### src/rtl/key_number_counter_if.sv
// -----------------------------------------------------------------------------
// key_number_counter_if
// Purpose : groups the button inputs and the count outputs of
//           key_number_counter into one bundle.
// Signals :
//   key_inc_n   - raw increment button, asynchronous, 0 = pressed
//   key_dec_n   - raw decrement button, asynchronous, 0 = pressed
//   number_data - current count 0..MAX_VALUE, feeds the display stage
//   step_pulse  - one-cycle high whenever number_data changes
// Modports:
//   master - drives the buttons, observes the count (button board / bench)
//   slave  - the counter itself
// -----------------------------------------------------------------------------
interface key_number_counter_if;
    logic       key_inc_n;
    logic       key_dec_n;
    logic [7:0] number_data;
    logic       step_pulse;

    modport master (
        output key_inc_n,
        output key_dec_n,
        input  number_data,
        input  step_pulse
    );

    modport slave (
        input  key_inc_n,
        input  key_dec_n,
        output number_data,
        output step_pulse
    );
endinterface

### src/rtl/key_number_counter.sv
// -----------------------------------------------------------------------------
// key_number_counter
// Purpose : turns two raw active-low push buttons into a wrap-around up/down
//           count 0..MAX_VALUE with debounce and hold-to-auto-repeat.
// Ports   :
//   clk   - system clock
//   rst_n - asynchronous active-low reset
//   bus   - key_number_counter_if.slave (key_inc_n, key_dec_n in;
//           number_data, step_pulse out)
// Pipeline: 2-flop sync -> debounce -> registered press event -> FSM decides
//           a step -> count register. A clean press shows up on number_data
//           2 + DEBOUNCE_CYCLES + 2 edges after the pin falls.
// -----------------------------------------------------------------------------
module key_number_counter #(
    parameter int DEBOUNCE_CYCLES = 1_000_000,
    parameter int REPEAT_DELAY    = 25_000_000,
    parameter int REPEAT_PERIOD   = 5_000_000,
    parameter int MAX_VALUE       = 99
) (
    input  logic                  clk,
    input  logic                  rst_n,
    key_number_counter_if.slave   bus
);

    localparam int CNT_W   = $clog2(DEBOUNCE_CYCLES + 1);
    localparam int TMR_MAX = (REPEAT_DELAY > REPEAT_PERIOD) ? REPEAT_DELAY : REPEAT_PERIOD;
    localparam int TMR_W   = $clog2(TMR_MAX + 1);

    localparam logic [7:0]       MAX_V      = 8'(MAX_VALUE);
    localparam logic [CNT_W-1:0] DEB_LAST   = CNT_W'(DEBOUNCE_CYCLES - 1);
    localparam logic [TMR_W-1:0] DELAY_LAST = TMR_W'(REPEAT_DELAY - 1);
    localparam logic [TMR_W-1:0] PER_LAST   = TMR_W'(REPEAT_PERIOD - 1);

    // Key index 0 = increment, 1 = decrement.
    logic [1:0] w_key_raw;
    logic [1:0] w_deb;      // debounced level, 1 = released
    logic [1:0] w_press;    // one-cycle press event

    assign w_key_raw = {bus.key_dec_n, bus.key_inc_n};

    // -------------------------------------------------------------------------
    // Per-key synchroniser, debouncer and press-edge detector
    // -------------------------------------------------------------------------
    genvar gi;
    generate
        for (gi = 0; gi < 2; gi++) begin : g_key
            logic             r_meta;
            logic             r_sync;
            logic             r_deb;
            logic             r_deb_d;
            logic             r_press;
            logic [CNT_W-1:0] r_cnt;

            always_ff @(posedge clk or negedge rst_n) begin
                if (!rst_n) begin
                    r_meta  <= 1'b1;
                    r_sync  <= 1'b1;
                    r_deb   <= 1'b1;
                    r_deb_d <= 1'b1;
                    r_press <= 1'b0;
                    r_cnt   <= '0;
                end else begin
                    r_meta  <= w_key_raw[gi];
                    r_sync  <= r_meta;
                    r_deb_d <= r_deb;
                    // Registered so the FSM acts one stage after the debounced
                    // level falls; only the 1->0 edge is an event.
                    r_press <= r_deb_d & ~r_deb;
                    if (r_sync != r_deb) begin
                        if (r_cnt == DEB_LAST) begin
                            r_deb <= r_sync;
                            r_cnt <= '0;
                        end else begin
                            r_cnt <= r_cnt + 1'b1;
                        end
                    end else begin
                        r_cnt <= '0;
                    end
                end
            end

            assign w_deb[gi]   = r_deb;
            assign w_press[gi] = r_press;
        end
    endgenerate

    // -------------------------------------------------------------------------
    // Control FSM: one active key at a time
    // -------------------------------------------------------------------------
    typedef enum logic [1:0] {
        S_IDLE   = 2'd0,
        S_DELAY  = 2'd1,
        S_REPEAT = 2'd2
    } state_t;

    state_t           r_state, w_state_next;
    logic             r_active, w_active_next;   // 0 = inc key, 1 = dec key
    logic [TMR_W-1:0] r_timer, w_timer_next;
    logic             w_step;
    logic             w_step_up;

    always_ff @(posedge clk or negedge rst_n) begin
        if (!rst_n) begin
            r_state  <= S_IDLE;
            r_active <= 1'b0;
            r_timer  <= '0;
        end else begin
            r_state  <= w_state_next;
            r_active <= w_active_next;
            r_timer  <= w_timer_next;
        end
    end

    always_comb begin
        w_state_next  = r_state;
        w_active_next = r_active;
        w_timer_next  = r_timer;
        w_step        = 1'b0;
        w_step_up     = ~r_active;
        case (r_state)
            S_IDLE: begin
                // Both keys pressed in the same cycle is ambiguous: ignore.
                if (w_press[0] ^ w_press[1]) begin
                    w_step        = 1'b1;
                    w_step_up     = w_press[0];
                    w_active_next = w_press[1];
                    w_timer_next  = '0;
                    w_state_next  = S_DELAY;
                end
            end
            S_DELAY: begin
                // Release wins over a step falling in the same cycle.
                if (w_deb[r_active]) begin
                    w_timer_next = '0;
                    w_state_next = S_IDLE;
                end else if (r_timer == DELAY_LAST) begin
                    w_step       = 1'b1;
                    w_timer_next = '0;
                    w_state_next = S_REPEAT;
                end else begin
                    w_timer_next = r_timer + 1'b1;
                end
            end
            S_REPEAT: begin
                if (w_deb[r_active]) begin
                    w_timer_next = '0;
                    w_state_next = S_IDLE;
                end else if (r_timer == PER_LAST) begin
                    w_step       = 1'b1;
                    w_timer_next = '0;
                end else begin
                    w_timer_next = r_timer + 1'b1;
                end
            end
            default: begin
                w_timer_next = '0;
                w_state_next = S_IDLE;
            end
        endcase
    end

    // -------------------------------------------------------------------------
    // Wrap-around counter
    // -------------------------------------------------------------------------
    logic [7:0] r_number;
    logic       r_step_pulse;

    always_ff @(posedge clk or negedge rst_n) begin
        if (!rst_n) begin
            r_number     <= 8'd0;
            r_step_pulse <= 1'b0;
        end else begin
            r_step_pulse <= w_step;
            if (w_step) begin
                if (w_step_up) begin
                    r_number <= (r_number >= MAX_V) ? 8'd0 : r_number + 8'd1;
                end else begin
                    r_number <= (r_number == 8'd0) ? MAX_V : r_number - 8'd1;
                end
            end
        end
    end

    assign bus.number_data = r_number;
    assign bus.step_pulse  = r_step_pulse;

endmodule

### src/flat_wrapper.sv
// flat-port wrapper written by rule: the top's interface ports become plain ports
module key_number_counter_flat 
#(
    parameter int DEBOUNCE_CYCLES = 1_000_000,
    parameter int REPEAT_DELAY    = 25_000_000,
    parameter int REPEAT_PERIOD   = 5_000_000,
    parameter int MAX_VALUE       = 99
)
  (clk, rst_n, bus_key_inc_n, bus_key_dec_n, bus_number_data, bus_step_pulse);
  key_number_counter_if bus_i ();
  input  logic clk;
  input  logic rst_n;
  input wire logic [$bits(bus_i.key_inc_n)-1:0] bus_key_inc_n;
  input wire logic [$bits(bus_i.key_dec_n)-1:0] bus_key_dec_n;
  output wire logic [$bits(bus_i.number_data)-1:0] bus_number_data;
  output wire logic [$bits(bus_i.step_pulse)-1:0] bus_step_pulse;
  assign bus_i.key_inc_n = bus_key_inc_n;
  assign bus_i.key_dec_n = bus_key_dec_n;
  assign bus_number_data = bus_i.number_data;
  assign bus_step_pulse = bus_i.step_pulse;
  key_number_counter #(.DEBOUNCE_CYCLES(DEBOUNCE_CYCLES), .REPEAT_DELAY(REPEAT_DELAY), .REPEAT_PERIOD(REPEAT_PERIOD), .MAX_VALUE(MAX_VALUE)) u_core (.clk(clk), .rst_n(rst_n), .bus(bus_i));
endmodule
### config.mk
export PLATFORM = sky130hd
export DESIGN_NAME = key_number_counter_flat
export DESIGN_NICKNAME = d
export VERILOG_FILES = /design/src/rtl/key_number_counter_if.sv /design/src/rtl/key_number_counter.sv /design/src/flat_wrapper.sv
export SDC_FILE = /design/constraint.sdc
export NUM_CORES = 1
export LEC_CHECK = 0
export ABC_CLOCK_PERIOD_IN_PS = 4300
export BUFFER_PORTS_ARGS = -buffer_cell sky130_fd_sc_hd__buf_2
export CORE_MARGIN = 5
export CORE_UTILIZATION = 40
export CTS_CLUSTER_SIZE = 24
export DETAILED_ROUTE_END_ITERATION = 16
export GPL_TIMING_DRIVEN = 0
export HOLD_SLACK_MARGIN = 0.08
export SKIP_CTS_REPAIR_TIMING = 1
export SYNTH_ARGS = -nofsm -noshare
export SYNTH_HDL_FRONTEND = slang
export SYNTH_SLANG_ARGS = --single-unit
### constraint.sdc
create_clock -name clk -period 4.3 [get_ports clk]
set_input_delay 0.645 -clock clk [delete_from_list [all_inputs] [get_ports clk]]
set_output_delay 0.645 -clock clk [all_outputs]
set_load 0.005 [all_outputs]
==> results of run 1 <==
==> per-layer routing <==
layer  vias to the layer above  routed length, µm  track usage
met2                        44               4302       0.2161
met5                         -                  0            0
met3                         6                282      0.03657
met4                         0                109      0.04496
met1                      1685               4465       0.1917
li1                       1713                  -            -
==> state kept, by name (all words and copies together), names as in the netlist, 2 cells and up <==
register / cells
u_core.g_key.r_press: 2
u_core.g_key.r_sync: 2
u_core.g_key.r_meta: 2
u_core.r_timer: 25
u_core.g_key.r_cnt: 40
u_core.g_key.r_deb: 2
u_core.g_key.r_deb_d: 2
u_core.bus.number_data: 8
u_core.r_state: 2
==> critical path: cells and delay by family, from the launching register on <==
kind | cells | cell delay, ns
simple gates | 2 | 0.82
compound gates | 3 | 0.57
flops | 1 | 0.48
fa+ha+maj | 1 | 0.30
==> where the power goes <==
part	switching [µW]	leakage (µW)	internal [µW]
Sequential	5.40	0.00118	826
Combinational	26.7	0.000950	11.6
Clock	339	0.000151	457
==> cells by family after synthesis <==
group / after synthesis / synth area share
and+or+nand+nor: 231 / 0.2622
DFF: 87 / 0.4749
xor gates and xnor gates: 57 / 0.1084
AOI/OAI and AO/OA: 56 / 0.08313
buffers and inverters: 28 / 0.03178
adders and majority gates: 10 / 0.02717
muxes: 5 / 0.01250
==> worst max path at each step <==
stage	from	to	slack (ns)	cells past startpoint
2_1_floorplan	u_core.bus.number_data[0]	u_core.bus.number_data[2]	2.29	6
3_3_place_gp	rst_n	u_core.g_key[1].r_cnt[13]	1.80	1
3_5_place_dp	u_core.bus.number_data[0]	u_core.bus.number_data[2]	2.07	6
4_1_cts	u_core.bus.number_data[0]	u_core.bus.number_data[4]	2.05	6
5_1_grt	u_core.r_state[0]	u_core.bus.number_data[5]	1.89	10
6_report	u_core.bus.number_data[0]	u_core.bus.number_data[4]	2.03	6
==> Yosys cell counts, drive strengths merged (3+ instances only) <==
library cell | count | area share
and3 | 14 | 0.020
and4 | 8 | 0.015
o22ai | 3 | 0.0041
dfrtp | 79 | 0.43
nand3 | 29 | 0.032
nor3 | 11 | 0.014
nor2 | 80 | 0.065
a22o | 4 | 0.0076
nor4 | 11 | 0.015
nand2 | 30 | 0.024
o31ai | 8 | 0.014
or3 | 4 | 0.0054
mux2 | 3 | 0.0073
ha | 10 | 0.027
nor4b | 3 | 0.0090
xnor2 | 26 | 0.049
nand4 | 18 | 0.026
buf | 10 | 0.017
nand2b | 3 | 0.0041
and2 | 4 | 0.0054
a211oi | 4 | 0.0065
nor2b | 8 | 0.011
a21oi | 10 | 0.011
xor2 | 31 | 0.059
inv | 17 | 0.014
dfstp | 8 | 0.046
o21ai | 16 | 0.017
==> metrics by stage <==
stage          total power [µW]  hold WS [ns]
2_1_floorplan             861.3        0.3452
3_3_place_gp              883.3        0.3486
3_5_place_dp              887.9        0.3487
4_1_cts                    1693        0.2745
5_1_grt                    1733        0.3017
6_report                   1666        0.2558
==> final cells by class <==
cell class | instances | area, µm² | share of cell area
plain buffers | 11 | 82.58 | 0.01595
clock inverters | 7 | 78.83 | 0.01522
multi-input cells | 359 | 2272 | 0.4388
inverters | 17 | 63.81 | 0.01232
clock buffers | 9 | 225.2 | 0.04349
flip-flops and latches | 87 | 2187 | 0.4223
well taps | 143 | 178.9 | 0.03455
repair buffers | 13 | 90.09 | 0.01740
==> impl_metrics.env, run 1 <==
export IMPL_status="finished, final reports clean"
export IMPL_yosys_warnings=0
export IMPL_rr_worst_depth=6
export IMPL_relSlewSlack=0.5988
export IMPL_crit_path_cell_trace="ha_1, or4_4, a31oi_4, and3_4, a32oi_1, o31ai_1"
export IMPL_synth_cell_types=55
export IMPL_final_cell_mix="80 x nor2_1, 79 x dfrtp_1, 31 x xor2_1"
export IMPL_async_flop_share=1.000
export IMPL_clk_path_buf_depth=2
export IMPL_vias_per_cell=5.337
export IMPL_drv_cap=0
export IMPL_rr_startpoint="u_core.bus.number_data[0]"
export IMPL_peakVddDrop_mv=0.2703
export IMPL_clkTransAtPathRegs_ns=0.07
export IMPL_hpwl_um=6507
export IMPL_grt_max_degree=55
export IMPL_clock_latency_ns=0.34
export IMPL_fin_area_mm2=0.005179
export IMPL_area_delta_synth_final_pct=12.44
export IMPL_port_buffers=12
export IMPL_max_stage_delay_ns=0.56
export IMPL_first_pass_iters=4
export IMPL_r2r_end="u_core.bus.number_data[4]"
export IMPL_gp_congestion=0.8623
export IMPL_fin_ws_ns=2.032
export IMPL_die_x_um=117.3
export IMPL_fin_cells=646
export IMPL_synth_edff_count=0
export IMPL_syn_inst=474
export IMPL_start_kind="flip-flop"
export IMPL_vias=3448
export IMPL_antenna_found_initial=0
export IMPL_drv_slew=0
export IMPL_tightest_slew_ns=0.5996
export IMPL_cts_sinks=87
export IMPL_post_dp_cell_area_mm2=0.004875
export IMPL_dp_cells=630
export IMPL_ant_nets=0
export IMPL_cts_tree="built"
export IMPL_synth_ff_type="dfrtp_1"
export IMPL_hold_viol_final=0
export IMPL_pin_count=13
export IMPL_initial_utilization=0.4051
export IMPL_setup_viol=0
export IMPL_fillers=1127
export IMPL_layout_commonest_cell="nor2_1"
export IMPL_p_leak_uw=0.002283
export IMPL_final_core_util=0.4555
export IMPL_grt_pass1_wl_um=16420
export IMPL_max_freq_mhz=440.9
export IMPL_worstPathMaxFanout=9
export IMPL_syn_area_mm2=0.004606
export IMPL_avgRoutedWirePerCell_um=14.18
export IMPL_finalCritPeriodShare=0.5275
export IMPL_postSynthAreaPerCell_um2=9.717
export IMPL_cp_arrival_ns=2.51
export IMPL_fin_skew_ns=0.01069
export IMPL_ys_seq_elements=87
export IMPL_hold_path_class="input pin to async pin"
export IMPL_fp_dieH_um=117.3
export IMPL_endpoint_kind="flip-flop"
export IMPL_clockRootBuffer="clkbuf_16"
export IMPL_grt_util_all_layers=0.1399
export IMPL_drt_iter0_markers=169
export IMPL_antennaDiodeCount=0
export IMPL_yosysSeqAreaShare=0.4749
export IMPL_cts_max_level=3
export IMPL_rsz0062_at_grt="no"
export IMPL_crit_required_ns=4.54
export IMPL_crit_type="flip-flop to flip-flop"
export IMPL_core_area_mm2=0.01137
export IMPL_syn_num_nets=488
export IMPL_die_area_mm2=0.01376
export IMPL_reg2reg_slack_ns=2.03
export IMPL_fin_nets=512
export IMPL_drive_gt1_frac=0.1272
export IMPL_first_global_vias=3478
export IMPL_fin_setup_tns_ns=0
export IMPL_powerDensity_mw_per_mm2=321.7
export IMPL_rows=39
export IMPL_finalWirelength_um=9160
export IMPL_grt_ovfl_total=0
export IMPL_post_route_drc_count=0
export IMPL_finalCriticalPeriod_ns=2.268
export IMPL_cts_made_buffers=9
export IMPL_dpl_worst_slack_ns=2.069
export IMPL_slowest_stage="or4_4"
No activity file was read; power rests on OpenSTA's default activity.
==> inputs of run 2 (changes only) <==
--- a/config.mk
+++ b/config.mk
@@ -5,7 +5,8 @@
 export SDC_FILE = /design/constraint.sdc
 export NUM_CORES = 1
 export LEC_CHECK = 0
-export ABC_CLOCK_PERIOD_IN_PS = 4300
+export ABC_AREA = 1
+export ABC_CLOCK_PERIOD_IN_PS = 2300
 export BUFFER_PORTS_ARGS = -buffer_cell sky130_fd_sc_hd__buf_2
 export CORE_MARGIN = 5
 export CORE_UTILIZATION = 40
==> constraint.sdc (replaced) <==
create_clock -name clk -period 2.3 [get_ports clk]
set_input_delay 0.345 -clock clk [delete_from_list [all_inputs] [get_ports clk]]
set_output_delay 0.345 -clock clk [all_outputs]
set_load 0.005 [all_outputs]
==> run 2 against run 1 <==
Compared with the run above:
- critical path depth increased by 1
- synthesized cell count is 47% higher
- clock skew down 0.0053 ns
- non-clock buffer count fell by 2
- final cell count increased by 39%
- critical endpoint is now u_core.r_timer[15]
==> impl_metrics.env, run 2 <==
export IMPL_post_route_drc_count=0
export IMPL_yosys_warnings=0
export IMPL_synth_ff_type="dfrtp_1"
export IMPL_largest_register_ffs=40
export IMPL_regMostFlops="u_core.g_key.r_cnt"
export IMPL_crit_required_ns=2.58
export IMPL_synth_top_area_frac=0.3765
export IMPL_finalCriticalPeriod_ns=1.895
export IMPL_synth_area_leaders="dfrtp_1 38%, nand2_1 12%, nor2_1 7.4%"
export IMPL_port_buffers=12
export IMPL_vias=4462
export IMPL_synth_cells_most_frequent="163 x nand2_1, 103 x nor2_1, 86 x inv_1"
export IMPL_crit_top_cell="inv_1"
export IMPL_synth_edff_count=0
export IMPL_setup_viol=0
export IMPL_start_kind="flip-flop"
export IMPL_first_global_vias=4288
export IMPL_clkTransAtPathRegs_ns=0.06
export IMPL_initial_utilization=0.4127
export IMPL_postSynthAreaPerCell_um2=7.554
export IMPL_grt_max_degree=54
export IMPL_syn_area_mm2=0.005250
export IMPL_cts_max_level=3
export IMPL_syn_inst=695
export IMPL_fp_dieH_um=124.6
export IMPL_die_area_mm2=0.01552
export IMPL_rows=41
export IMPL_fillers=1312
export IMPL_crit_path_cell_trace="inv_1, ha_1, nand3_1, inv_1, clkbuf_1, o21ai_0, a21oi_2"
export IMPL_cp_arrival_ns=2.17
export IMPL_core_area_mm2=0.01272
export IMPL_crit_type="flip-flop to flip-flop"
export IMPL_max_freq_mhz=527.6
export IMPL_pin_count=13
export IMPL_yosys_area_top_type="dfrtp_1"
export IMPL_wl_met1_um=5567
export IMPL_yosysSeqAreaShare=0.4166
export IMPL_area_delta_synth_final_pct=12.42
export IMPL_async_flop_share=1.000
export IMPL_finalWirelength_um=11320
export IMPL_finalCritPeriodShare=0.8241
export IMPL_cts_sinks=87
export IMPL_drv_cap=0
export IMPL_fin_nets=736
export IMPL_syn_num_nets=709
export IMPL_fin_setup_tns_ns=0
export IMPL_relSlewSlack=0.6832
export IMPL_grt_ovfl_total=0
export IMPL_grt_util_all_layers=0.1514
export IMPL_max_stage_delay_ns=0.41
export IMPL_powerDensity_mw_per_mm2=539.1
export IMPL_hold_path_class="flip-flop to flip-flop"
export IMPL_gp_congestion=0.8909
export IMPL_final_core_util=0.4639
export IMPL_path_buf_inv=3
export IMPL_cts_tree="built"
export IMPL_hold_viol_final=0
export IMPL_synth_most_common_cell="nand2_1"
export IMPL_slowest_stage="dfrtp_1"
export IMPL_avgRoutedWirePerCell_um=12.59
export IMPL_hpwl_um=8286
export IMPL_worstPathMaxFanout=10
export IMPL_routed_top_layer="met4"
export IMPL_status="finished, final reports clean"
export IMPL_wl_met2_um=5183
export IMPL_synth_cell_types=42
export IMPL_clock_latency_ns=0.34
export IMPL_antenna_found_initial=0
export IMPL_drive_gt1_frac=0.1142
export IMPL_antennaDiodeCount=0
export IMPL_tightest_slew_ns=0.4751
export IMPL_drv_slew=0
export IMPL_peakVddDrop_mv=0.3191
export IMPL_drt_iter0_markers=346
export IMPL_cts_made_buffers=9
export IMPL_ys_seq_elements=87
export IMPL_clockRootBuffer="clkbuf_16"
export IMPL_crit_family="buffers and inverters"
export IMPL_layout_commonest_cell="nand2_1"
export IMPL_final_cell_mix="163 x nand2_1, 103 x nor2_1, 86 x inv_1"
export IMPL_dr_wl_met3_um=385
export IMPL_rsz0062_at_grt="no"
export IMPL_die_x_um=124.6
export IMPL_clk_path_buf_depth=2
export IMPL_p_leak_uw=0.002780
export IMPL_endpoint_kind="flip-flop"
export IMPL_ant_nets=0
export IMPL_grt_pass1_wl_um=19770
export IMPL_fin_skew_ns=0.005411
export IMPL_first_pass_iters=6
export IMPL_vias_per_cell=4.963
export IMPL_p_total_uw=3182
==> run 2: cell count changes after synthesis, moves of 10 or more <==
cell / before / now
nand2_1: 30 / 163
inv_1: 16 / 86
nand3_1: 29 / 64
nor2_1: 80 / 103
xnor2_1: 26 / 7
nor3_1: 9 / 23
and3_1: 13 / 1
a21oi_1: 10 / 20
a21oi_2: 0 / 10
nor4_1: 11 / 1
==> run 2: worst paths after layout <==
kind / startpoint / endpoint / slack, ns / depth (start not counted)
setup / recovery: u_core.r_state[0] / u_core.r_timer[15] / 0.40 / 7
hold / removal: u_core.g_key[0].r_meta / u_core.g_key[0].r_sync / 0.36 / 0
setup reg to reg: u_core.r_state[0] / u_core.r_timer[15] / 0.40 / 7
hold reg to reg: u_core.g_key[0].r_meta / u_core.g_key[0].r_sync / 0.36 / 0
max in group asynchronous: rst_n / u_core.g_key[0].r_sync / 1.13 / 3
min in group asynchronous: rst_n / u_core.r_timer[17] / 0.50 / 2
==> run 2: per-stage QoR <==
stage                     cells  hold WS (ns)  cell area, µm²  setup slack (ns)
after floorplan             695       0.04941            5250            0.7497
after global placement      879        0.3478            5525           0.09446
after detailed placement    880        0.3431            5555            0.4461
after CTS                   896      -0.02787            5872            0.4242
after global routing        899        0.3631            5902            0.1989
final                       899        0.3568            5902            0.4045
==> run 2: worst register-to-register path, stage by stage, from the launching register on <==
cell and delay (ns):
dfrtp_1 0.41, inv_1 0.10, ha_1 0.22, nand3_1 0.14
inv_1 0.28, clkbuf_1 0.38, o21ai_0 0.18, a21oi_2 0.12
==> run 2: cell families after synthesis <==
family / share of synthesized area
AOI/OAI and AO/OA: 0.06673
adders and majority gates: 0.02383
xor gates and xnor gates: 0.05338
and+or+nand+nor: 0.3642
DFF: 0.4166
buffers and inverters: 0.07317
muxes: 0.002145
==> run 2: cell type report <==
type / count / area, µm² / share of cell area
Clock inverter: 5 / 63.81 / 0.01081
Inverter: 91 / 341.6 / 0.05788
Clock buffer: 11 / 252.7 / 0.04282
Multi-Input combinational cell: 511 / 2679 / 0.4539
Tap cell: 172 / 215.2 / 0.03646
Buffer: 6 / 42.54 / 0.007208
Sequential cell: 87 / 2187 / 0.3706
Timing Repair Buffer: 16 / 120.1 / 0.02035
==> run 2: report_power, final <==
group          total [µW]  leakage [µW]  switching (µW)  internal [µW]
sequential           1550       0.00118            9.14           1540
clock                1550      0.000153             640            911
combinational        76.4       0.00145            54.3           22.1
==> run 2: routing by layer <==
layer | vias to the layer above | GRT usage
li1 | 2286 | -
met1 | 2097 | 0.2017
met2 | 65 | 0.2420
met3 | 14 | 0.04074
met4 | 0 | 0.04449
met5 | - | 0
==> inputs of run 3 (changes only) <==
--- a/config.mk
+++ b/config.mk
@@ -6,7 +6,7 @@
 export NUM_CORES = 1
 export LEC_CHECK = 0
 export ABC_AREA = 1
-export ABC_CLOCK_PERIOD_IN_PS = 2300
+export ABC_CLOCK_PERIOD_IN_PS = 1750
 export BUFFER_PORTS_ARGS = -buffer_cell sky130_fd_sc_hd__buf_2
 export CORE_MARGIN = 5
 export CORE_UTILIZATION = 40
==> constraint.sdc (replaced) <==
create_clock -name clk -period 1.75 [get_ports clk]
set_input_delay 0.2625 -clock clk [delete_from_list [all_inputs] [get_ports clk]]
set_output_delay 0.2625 -clock clk [all_outputs]
set_load 0.005 [all_outputs]
==> run 3 against run 2 <==
Compared with the run above:
- via count increased by 3.6%
- design area increased by 6.2%
- final cell count increased by 2.0%
- wire length increased by 4.9%
- die area unchanged
- clock skew increased by 0.0013 ns
- total power increased by 32%
- critical endpoint is now u_core.r_timer[13]
- register-to-register slack got worse by 0.38 ns
==> impl_metrics.env, run 3 (synthesis results as in run 2) <==
export IMPL_drv_slew=0
export IMPL_routed_top_layer="met4"
export IMPL_die_area_mm2=0.01552
export IMPL_largest_register_ffs=40
export IMPL_ant_nets=0
export IMPL_drt_iter0_markers=373
export IMPL_status="finished, final reports clean"
export IMPL_fin_ws_ns=0.02230
export IMPL_wl_met1_um=5572
export IMPL_cts_made_buffers=9
export IMPL_rsz0062_at_grt="yes"
export IMPL_reg2reg_slack_ns=0.02
export IMPL_finalCriticalPeriod_ns=1.728
export IMPL_endpoint_kind="flip-flop"
export IMPL_fin_cells=917
export IMPL_regMostFlops="u_core.g_key.r_cnt"
export IMPL_area_delta_synth_final_pct=19.42
export IMPL_swShare=0.2233
export IMPL_p_total_uw=4213
export IMPL_first_pass_iters=5
export IMPL_port_buffers=12
export IMPL_grt_util_all_layers=0.1514
export IMPL_clockRootBuffer="clkbuf_16"
export IMPL_cp_arrival_ns=1.96
export IMPL_dr_wl_met3_um=586
export IMPL_multi_input_area_mm2=0.002854
export IMPL_rr_startpoint="u_core.r_timer[0]"
export IMPL_whs_ns=0.3568
export IMPL_avgRoutedWirePerCell_um=12.95
export IMPL_fillers=1272
export IMPL_hold_viol_final=0
export IMPL_crit_start="u_core.r_timer[0]"
export IMPL_hold_path_class="flip-flop to flip-flop"
export IMPL_setup_viol=0
export IMPL_crit_type="flip-flop to flip-flop"
export IMPL_clk_path_buf_depth=2
export IMPL_pwr_share_comb=0.029
export IMPL_clock_latency_ns=0.35
export IMPL_start_kind="flip-flop"
export IMPL_pwr_share_clk=0.485
export IMPL_antenna_found_initial=0
export IMPL_power_switching_uw=940.9
export IMPL_peakVddDrop_mv=0.4196
export IMPL_wl_met2_um=5583
export IMPL_fin_nets=754
export IMPL_fin_skew_ns=0.006675
export IMPL_max_freq_mhz=578.8
export IMPL_grt_ovfl_total=0
export IMPL_seq_area_mm2=0.002192
export IMPL_powerDensity_mw_per_mm2=671.9
export IMPL_tightest_slew_ns=0.4783
export IMPL_initial_utilization=0.4127
export IMPL_seqPwrFrac=0.486
export IMPL_finalWirelength_um=11870
export IMPL_final_cell_mix="157 x nand2_1, 94 x nor2_1, 82 x inv_1"
export IMPL_drive_gt1_frac=0.1893
export IMPL_gp_congestion=0.8909
export IMPL_hp_start="u_core.g_key[0].r_meta"
export IMPL_vias=4623
export IMPL_worstPathMaxFanout=8
export IMPL_pin_count=13
export IMPL_dp_cells=880
export IMPL_relSlewSlack=0.6811
export IMPL_cts_max_level=3
export IMPL_fin_area_mm2=0.006270
export IMPL_p_int_uw=3272
export IMPL_clkTransAtPathRegs_ns=0.06
export IMPL_grt_pass1_wl_um=19770
export IMPL_die_x_um=124.6
export IMPL_finalCritPeriodShare=0.9873
export IMPL_antennaDiodeCount=0
export IMPL_vias_per_cell=5.041
export IMPL_grt_max_degree=54
export IMPL_crit_required_ns=1.98
export IMPL_cts_sinks=87
export IMPL_core_area_mm2=0.01272
export IMPL_dpl_worst_slack_ns=-0.1039
export IMPL_fp_dieH_um=124.6
export IMPL_layout_commonest_cell="nand2_1"
export IMPL_first_global_vias=4288
export IMPL_post_route_drc_count=0
export IMPL_drv_cap=0
export IMPL_hpwl_um=8286
export IMPL_cts_tree="built"
export IMPL_p_leak_uw=0.002932
export IMPL_post_dp_cell_area_mm2=0.005555
export IMPL_rows=41
-- run 3: changes by cell type in the layout (fill, tap and decap cells not counted), moves of 5 or more --
| cell | before | now |
|---|---|---|
| nand2_1 | 163 | 157 |
| nor2_2 | 3 | 8 |
| nand2_4 | 4 | 9 |
| buf_4 | 1 | 17 |
| nor2_1 | 103 | 94 |
-- run 3: final timing paths --
| check | cells after the start | endpoint |
|---|---|---|
| worst min register to register | 0 | u_core.g_key[0].r_sync |
| worst max-delay path | 11 | u_core.r_timer[13] |
| min in group asynchronous | 2 | u_core.r_timer[17] |
| worst max register to register | 11 | u_core.r_timer[13] |
| max in group asynchronous | 3 | u_core.g_key[0].r_sync |
| worst min-delay path | 0 | u_core.g_key[0].r_sync |
-- run 3: routing by layer --
metal | up-vias | global-route usage
met3 | 15 | 0.04074
met4 | 0 | 0.04449
met2 | 103 | 0.2420
li1 | 2332 | -
met1 | 2173 | 0.2017
met5 | - | 0
-- run 3: critical path, stage by stage (launching register included) --
cell and delay, ns:
dfrtp_1 0.40, ha_2 0.23, nand2_2 0.08, inv_2 0.08, nand3_4 0.09, nor2_4 0.19, nand2_2 0.08, nand2_4 0.09
nand2_8 0.07, nand2_8 0.10, clkbuf_16 0.16, a21oi_2 0.04
-- run 3: power by group through the flow --
stage	Clock, µW	Combinational [µW]	Sequential [µW]
after floorplan	0	35.7	2080
after global placement	0	89.3	2080
after detailed placement	0	101	2080
after CTS	2110	101	2040
after global routing	2190	140	2050
final	2050	121	2050
-- run 3: layout make-up --
| cell class | count | share of cell area |
|---|---|---|
| tap | 172 | 0.03432 |
| multi-input combinational | 511 | 0.4552 |
| sequential | 87 | 0.3496 |
| clock buffer | 11 | 0.04031 |
| clock inverter | 5 | 0.01018 |
| inverter | 91 | 0.05488 |
| buffer | 6 | 0.007982 |
| timing repair buffer | 34 | 0.04750 |
-- run 3: through the flow --
step                      setup TNS (ns)    util
after floorplan                        0       -
after global placement            -29.81  0.4343
after detailed placement          -2.009  0.4367
after CTS                         -2.437  0.4615
after global routing              -1.828  0.4928
final                                  0  0.4928
